**src/rtl/vc_arbiter.sv**
```systemverilog
// vc_arbiter
//   Weighted round-robin scheduler between the VC0/VC1 FIFOs and the D0/D1
//   output FIFOs. Each cycle at most one VC is granted. The granted VC is
//   popped through a combinational strobe. Its head word is routed to D0 or D1
//   on the following cycle through registered push/data outputs. A word is
//   only taken when its destination FIFO is not paused.
//
//   Build option: define STRICT_PRIO_VC0_EN to replace the weighted
//   round-robin with strict priority for VC0. In that build the weights are
//   ignored and owner is tied to 0.
//
// Ports
//   clk, reset_L             clock (posedge) / async active-low reset
//   enable                   0 blocks new pops (in-flight push still completes)
//   weight_vc0/weight_vc1    max consecutive grants per VC (0 behaves as 1)
//   vc0_empty/vc1_empty      VC FIFO empty flags
//   vc0_data/vc1_data        fall-through head words; bit DEST_BIT picks D0/D1
//   pause_d0/pause_d1        destination almost-full; blocks words to that FIFO
//   pop_vc0/pop_vc1          combinational pop strobes (never both high)
//   data_out                 registered routed word (holds when no push)
//   push_d0/push_d1          registered push strobes, one cycle after the grant
//   owner                    current round-robin owner (0=VC0, 1=VC1)
//   idle                     registered: both VCs empty and nothing granted

module vc_arbiter #(
  parameter int DATA_WIDTH = 6,
  parameter int DEST_BIT   = 4,
  parameter int CNT_W      = 4
) (
  input  logic                  clk,
  input  logic                  reset_L,
  input  logic                  enable,
  input  logic [CNT_W-1:0]      weight_vc0,
  input  logic [CNT_W-1:0]      weight_vc1,
  input  logic                  vc0_empty,
  input  logic                  vc1_empty,
  input  logic [DATA_WIDTH-1:0] vc0_data,
  input  logic [DATA_WIDTH-1:0] vc1_data,
  input  logic                  pause_d0,
  input  logic                  pause_d1,
  output logic                  pop_vc0,
  output logic                  pop_vc1,
  output logic [DATA_WIDTH-1:0] data_out,
  output logic                  push_d0,
  output logic                  push_d1,
  output logic                  owner,
  output logic                  idle
);

  localparam logic [CNT_W-1:0] W_ONE   = {{(CNT_W-1){1'b0}}, 1'b1};
  localparam logic [CNT_W:0]   CNT_ONE = {{CNT_W{1'b0}}, 1'b1};

  // Arbitration state
  logic             owner_q, owner_d;
  logic [CNT_W-1:0] cnt_q, cnt_d;

  // Output stage
  logic [DATA_WIDTH-1:0] data_q, data_d;
  logic                  push_d0_q, push_d0_d;
  logic                  push_d1_q, push_d1_d;
  logic                  idle_q, idle_d;

  // Combinational arbitration signals
  logic             dest0_s, dest1_s;
  logic             elig0_s, elig1_s;
  logic             grant0_s, grant1_s;
  logic             grant_any_s;
  logic             grant_vc_s;
  logic [CNT_W-1:0] w0_eff_s, w1_eff_s, w_sel_s;
  logic [CNT_W:0]   cnt_inc_s;

  assign dest0_s = vc0_data[DEST_BIT];
  assign dest1_s = vc1_data[DEST_BIT];

  // Eligibility: enabled, head word present, and destination not paused
  always_comb begin
    elig0_s = enable & ~vc0_empty & ~(dest0_s ? pause_d1 : pause_d0);
    elig1_s = enable & ~vc1_empty & ~(dest1_s ? pause_d1 : pause_d0);
  end

  // Grant selection; at most one VC per cycle
  always_comb begin
    grant0_s = 1'b0;
    grant1_s = 1'b0;
`ifdef STRICT_PRIO_VC0_EN
    grant0_s = elig0_s;
    grant1_s = elig1_s & ~elig0_s;
`else
    if (owner_q == 1'b0) begin
      grant0_s = elig0_s;
      grant1_s = elig1_s & ~elig0_s;
    end else begin
      grant1_s = elig1_s;
      grant0_s = elig0_s & ~elig1_s;
    end
`endif
  end

  assign grant_any_s = grant0_s | grant1_s;
  assign grant_vc_s  = grant1_s;

  // A zero weight behaves as a weight of one
  assign w0_eff_s = (weight_vc0 == {CNT_W{1'b0}}) ? W_ONE : weight_vc0;
  assign w1_eff_s = (weight_vc1 == {CNT_W{1'b0}}) ? W_ONE : weight_vc1;

  // Owner/burst-count next state
  always_comb begin
    owner_d   = owner_q;
    cnt_d     = cnt_q;
    w_sel_s   = grant_vc_s ? w1_eff_s : w0_eff_s;
    // Grant to the owner extends its burst; grant to the other VC starts a new burst at 1
    cnt_inc_s = (grant_vc_s == owner_q) ? ({1'b0, cnt_q} + CNT_ONE) : CNT_ONE;
`ifdef STRICT_PRIO_VC0_EN
    owner_d = 1'b0;
    cnt_d   = {CNT_W{1'b0}};
`else
    if (grant_any_s) begin
      // Burst exhausted: hand ownership to the VC that was not just granted
      if (cnt_inc_s >= {1'b0, w_sel_s}) begin
        owner_d = ~grant_vc_s;
        cnt_d   = {CNT_W{1'b0}};
      end else begin
        owner_d = grant_vc_s;
        cnt_d   = cnt_inc_s[CNT_W-1:0];
      end
    end else begin
      owner_d = owner_q;
      cnt_d   = cnt_q;
    end
`endif
  end

  // Output-stage next state: capture granted word and its destination
  always_comb begin
    data_d    = data_q;
    push_d0_d = 1'b0;
    push_d1_d = 1'b0;
    if (grant0_s) begin
      data_d    = vc0_data;
      push_d0_d = ~dest0_s;
      push_d1_d = dest0_s;
    end else if (grant1_s) begin
      data_d    = vc1_data;
      push_d0_d = ~dest1_s;
      push_d1_d = dest1_s;
    end else begin
      data_d    = data_q;
      push_d0_d = 1'b0;
      push_d1_d = 1'b0;
    end
    idle_d = vc0_empty & vc1_empty & ~grant_any_s;
  end

  // State registers; reset discards any word popped in the reset cycle
  always_ff @(posedge clk or negedge reset_L) begin
    if (!reset_L) begin
      owner_q   <= 1'b0;
      cnt_q     <= {CNT_W{1'b0}};
      data_q    <= {DATA_WIDTH{1'b0}};
      push_d0_q <= 1'b0;
      push_d1_q <= 1'b0;
      idle_q    <= 1'b1;
    end else begin
      owner_q   <= owner_d;
      cnt_q     <= cnt_d;
      data_q    <= data_d;
      push_d0_q <= push_d0_d;
      push_d1_q <= push_d1_d;
      idle_q    <= idle_d;
    end
  end

  // Pop strobes are gated by reset so a FIFO is never popped while held in reset
  assign pop_vc0  = grant0_s & reset_L;
  assign pop_vc1  = grant1_s & reset_L;
  assign data_out = data_q;
  assign push_d0  = push_d0_q;
  assign push_d1  = push_d1_q;
  assign owner    = owner_q;
  assign idle     = idle_q;

endmodule

```
**config.mk**
```make
export PLATFORM = sky130hd
export DESIGN_NAME = vc_arbiter
export DESIGN_NICKNAME = d
export VERILOG_FILES = /design/src/rtl/vc_arbiter.sv
export SDC_FILE = /design/constraint.sdc
export NUM_CORES = 1
export LEC_CHECK = 0
export BUFFER_PORTS_ARGS = -buffer_cell sky130_fd_sc_hd__clkbuf_2
export CAP_MARGIN = 40
export CORE_MARGIN = 3
export CORE_UTILIZATION = 50
export DETAILED_ROUTE_END_ITERATION = 10
export PLACE_DENSITY = 0.92
export SLEW_MARGIN = 20
export SYNTH_ARGS = -nofsm -noshare
export SYNTH_HDL_FRONTEND = slang
export SYNTH_SLANG_ARGS = --single-unit
```
**constraint.sdc**
```tcl
create_clock -name clk -period 9.4 [get_ports clk]
set_clock_uncertainty 0.2 [all_clocks]
set_input_delay 0.47 -clock clk [delete_from_list [all_inputs] [get_ports clk]]
set_output_delay 0.47 -clock clk [all_outputs]
set_load 0.01 [all_outputs]
```
## Yosys cells after proc, flatten, opt, wreduce, memory -nomap -nowiden

Index checks and enable logic that the tools add are counted.

- Add/sub/neg operators: 1
- Multiply operators: 0
- Div/mod/pow operators: 0
- Order comparisons: 1
- Equal/unequal tests: 1
- Shift-type cells: 0
- Muxes and demuxes: 16
- Bitwise gates (word level): 21
- Reductions and logical operators: 3

Operator list:

| operator | count |
|---|---|
| $mux 4 | 4 |
| $mux 6 | 2 |
| $and 1x1->1 | 10 |
| $not 1->1 | 10 |
| $mux 1 | 9 |
| $logic_not 4->1 | 2 |
| $add 4x1->5 const B | 1 |
| $ge 5x4->1 | 1 |
| $mux 5 | 1 |
| $reduce_bool 2->1 | 1 |
| $eq 1x1->1 | 1 |
| $or 1x1->1 | 1 |

- Bits in registers: 14
- Latch bits: 0
- RAM bits: 0
- Memory bits (read-only): 0
- Bits of input ports: 27
- Output and inout bits: 12
- Word-level logic and storage cells: 49
- Memories kept: 0

## Logic depth before layout (Yosys ltp)

- Word-level depth: 10
- Depth in mapped cells: 11

## Least setup slack after synthesis

OpenSTA, ideal clock, no wires.

- Path type: input to register
- Start: in vc0_data[4]
- End: reg owner_q (netlist: owner)
- Setup time: 0.146 ns
- Data arrival time: 2.737 ns
- Data required time: 9.054 ns
- Setup slack: 6.318 ns
- Stages: 11
- Cells stage by stage: mux2i_2 nand2_1 o21ai_1 buf_4 a21oi_1 ha_1 nand2b_1 a2111oi_0 o32ai_2 nor2_1 o32ai_1

- Longest elaborated chain between the ends: 10
- Elaborated cells between the ends (all ways): 15
- Classes of those cells: order compare: 1; eq/ne: 1; mux: 6; bitwise: 7

RTL lines:

| what | line | text |
|---|---|---|
| start, declared | 37 | `input logic [DATA_WIDTH-1:0] vc0_data,` |
| $mux 1 (*) | 77 | `elig0_s = enable & ~vc0_empty & ~(dest0_s ? pause_d1 : pause_d0);` |
| $not 1->1 (*) | 77 |  |
| $and 1x1->1 (*) | 77 |  |
| $not 1->1 | 91 | `grant1_s = elig1_s & ~elig0_s;` |
| $and 1x1->1 | 91 |  |
| $mux 1 | 89 | `if (owner_q == 1'b0) begin` |
| $eq 1x1->1 | 112 | `cnt_inc_s = (grant_vc_s == owner_q) ? ({1'b0, cnt_q} + CNT_ONE) : CNT_ONE;` |
| $mux 5 | 112 |  |
| $ge 5x4->1 | 119 | `if (cnt_inc_s >= {1'b0, w_sel_s}) begin` |
| $mux 1 | 119 |  |
| end signal, assigned | 164 | `owner_q <= owner_d;` |
| end, declared | 54 | `logic owner_q, owner_d;` |

Every way passes the cells marked *; elsewhere a longest branch is shown, timed or not.
A chain may end at the register's enable or synchronous reset.

## Worst setup path after layout

Same ends and word-level chain as after synthesis.

==> impl_results.md <==
* Largest net degree at the start of global routing at 16
* Worst-Skew Late Latency at 0.28 ns
* Number of synthesized flops with an enable pin at 0
* Top-count cell post-synth: nor2_1
* Gr ovfl total at 0
* Async SR Flop Fraction at 100%
* Antenna cells at 0
* CP delay by family, top: compound AO/OA/AOI/OAI gates
* R2R setup slack at 6.04 ns
* Initial Util at 57.1%
* Inserted Clock Buffers at 3
* Non-Filler Instances at between 150 and 200
* Die area at 2390 um^2
* Seq/Total Area, Yosys at 38.2%
* Post-CTS sizing at 0
* Final min period at between 3 and 4 ns
* Pre-antenna DRT Iters at 4
* Mapped Nets at 135
* I/O pin cnt at 39
* Power per cell area at 204 nW/um^2
* Initial antenna violation count at 0
* DRC viols at 0
* Top cell type by total area after synthesis: dfrtp_1
* WP buf/inv at 1
* Core ar. at 1610 um^2
* Post CTS Setup Buffer Count at 0
* Hold Buf Count CTS at 1
* Final Slew Violations at 0
* Vias in the first global route at 947
* Final ANT Viol Nets at 0
* Hold slack final at 0.202 ns
* Clk sink count at 14
* Status: finished clean
* DRT iter0 DRCs at 34
* Cells after DPL at 165
* DP HPWL at approximately 1.9 mm
* IO buf count at 38
* Final Cycle Share at 36.9%
* H-tree depth at 1
* Mean Syn Cell Area at 8.93 um^2
* Net count, final at ~180
* Ys flop type: dfrtp_1
* Height of the die at about 49 um
* Total vias in the final route at 962
* Routed wire length at between 2 and 2.5 mm
* Top post-synthesis cells by area: dfrtp_1, nor2_1, ha_1
* RSZ-0062 raised after global routing: false
* First-pass GRT wire length at 3.99 mm
* Setup_tns at 0 ns
* Post-synth top area share at 35.4%
* Synth Register Bits at 14
* Dpl ws at approximately 5.7 ns
* Critical path capture point type: flop
* VDD IR max at around 0.13 mV
* Max frequency at 0.289 GHz
* Clk root buf: clkbuf_4
* GRT Total Usage at 21.0%
* Worst Path Arrival at 3.40 ns
* Synthesis-to-finish area growth at 29.0%
* Clock slew at reported path FFs at 0.09 ns
* Slack of the critical path at 5.93 ns
* Mapped Area at 920 um^2
* Startpoint Class: input pin
* Die width at between 40 and 50 um
* Endpoints failing hold at 0
* Crit-path max cell delay at 0.60 ns
* Share of cells above drive strength 1 at 36.3%
* CP Class: input pin to flop
* Setup-failing EPs final at 0
* Max-cap viol count at 0
* Row cnt at 14
* CP Max Fanout at 7
* Leak at 0.609 nW
* Min-delay worst type: input pin to flop
* DR WL/cell at 13.5 um
* CTS tree: done
* Worst Path Required at around 9.3 ns
* Mapped Cells at 103
* DR vias/cell at 5.66
* Warnings, synthesis at 0
* RD Place Congestion at 0.855
* Critical-path top delay cell: a2111oi_0
* Slew Limit Headroom at 57.0%
* Util after Layout at around three quarters
* Commonest cells post-synth: nor2_1, dfrtp_1, nand2_1, o22ai_1
* Synth unique cells at 35
* Clock buffer depth at 2
* Slew @ Worst Pin at 0.629 ns
* CP Cell Sequence: clkbuf_2 > mux2i_2 > nand2_1 > o21ai_1 > nor3_1 > a21oi_1 > ha_1 > nand2b_1 > a2111oi_0 > o32ai_2 > nor2_1 > o32ai_1
cell families (layout without fill, tap and decap cells):
logic type                 after synthesis  in the layout  share of synthesized area, %
AOI/OAI and AO/OA                       25             25                          21.1
xor gates and xnor gates                 1              1                         0.953
adders and majority gates                5              5                          6.80
buffers and inverters                    6             49                          2.86
DFF                                     14             14                          38.2
muxes                                    6              6                          7.07
and+or+nand+nor                         46             46                          23.0
area by class of cell:
class / count / area, um^2
Timing Repair Buffer: 40 / 208
Fill cell: 133 / 425
Clock buffer: 4 / 36.3
Inverter: 5 / 18.8
Tap cell: 24 / 30.0
Sequential cell: 14 / 352
Multi-Input combinational cell: 83 / 542
sequential cells by signal (all words and copies together) (netlist names):
| signal | cells |
|---|---|
| cnt_q | 4 |
| data_out | 6 |
| idle | 1 |
| owner | 1 |
| push_d0 | 1 |
| push_d1 | 1 |
layout by cell type, fill, tap and decap left out, types with 2 or more instances in the layout:
master,Yosys,routed
clkbuf_2,0,38
nor2_1,21,21
dfrtp_1,13,13
nand2_1,9,9
o22ai_1,7,7
inv_1,5,5
ha_1,5,5
nor3_1,4,4
mux2i_1,4,4
nor2b_1,3,3
and2_1,3,3
clkbuf_4,0,3
a21oi_1,2,2
o21a_1,2,2
o2111ai_1,2,2
or2_2,2,2
per-layer routing:
metal	up-vias	GRT usage [%]	wire, um
met5	-	0	0
met4	0	10.4	46
met3	8	2.45	196
met2	58	38.9	1160
met1	436	23.4	895
li1	460	-	-
report_power, final:
group,leakage (nW),switching [mW],total [mW],internal [mW]
registers,0.165,0.0168,0.0926,0.0758
logic,0.423,0.0567,0.105,0.0483
clock network,0.0210,0.0207,0.0443,0.0236
total,0.609,0.0943,0.242,0.148
worst paths after layout:
check,to,startpoint,depth (start not counted)
max reg2reg,owner$_DFFE_PN0N_,owner$_DFFE_PN0N_,10
min,idle$_DFF_PN1_,vc0_empty,2
min in group asynchronous,data_out[5]$_DFFE_PN0N_,reset_L,2
min reg2reg,data_out[4]$_DFFE_PN0N_,data_out[4]$_DFFE_PN0N_,2
max,owner$_DFFE_PN0N_,vc0_data[4],12
max in group asynchronous,idle$_DFF_PN1_,reset_L,2
stage by stage:
step	cell area, um^2	power (mW)
4_1_cts	1190	0.241
6_report	1190	0.242
3_5_place_dp	1140	0.197
5_1_grt	1190	0.263
3_3_place_gp	1140	0.191
2_1_floorplan	920	0.163
Power figures use the tool's default switching activity.
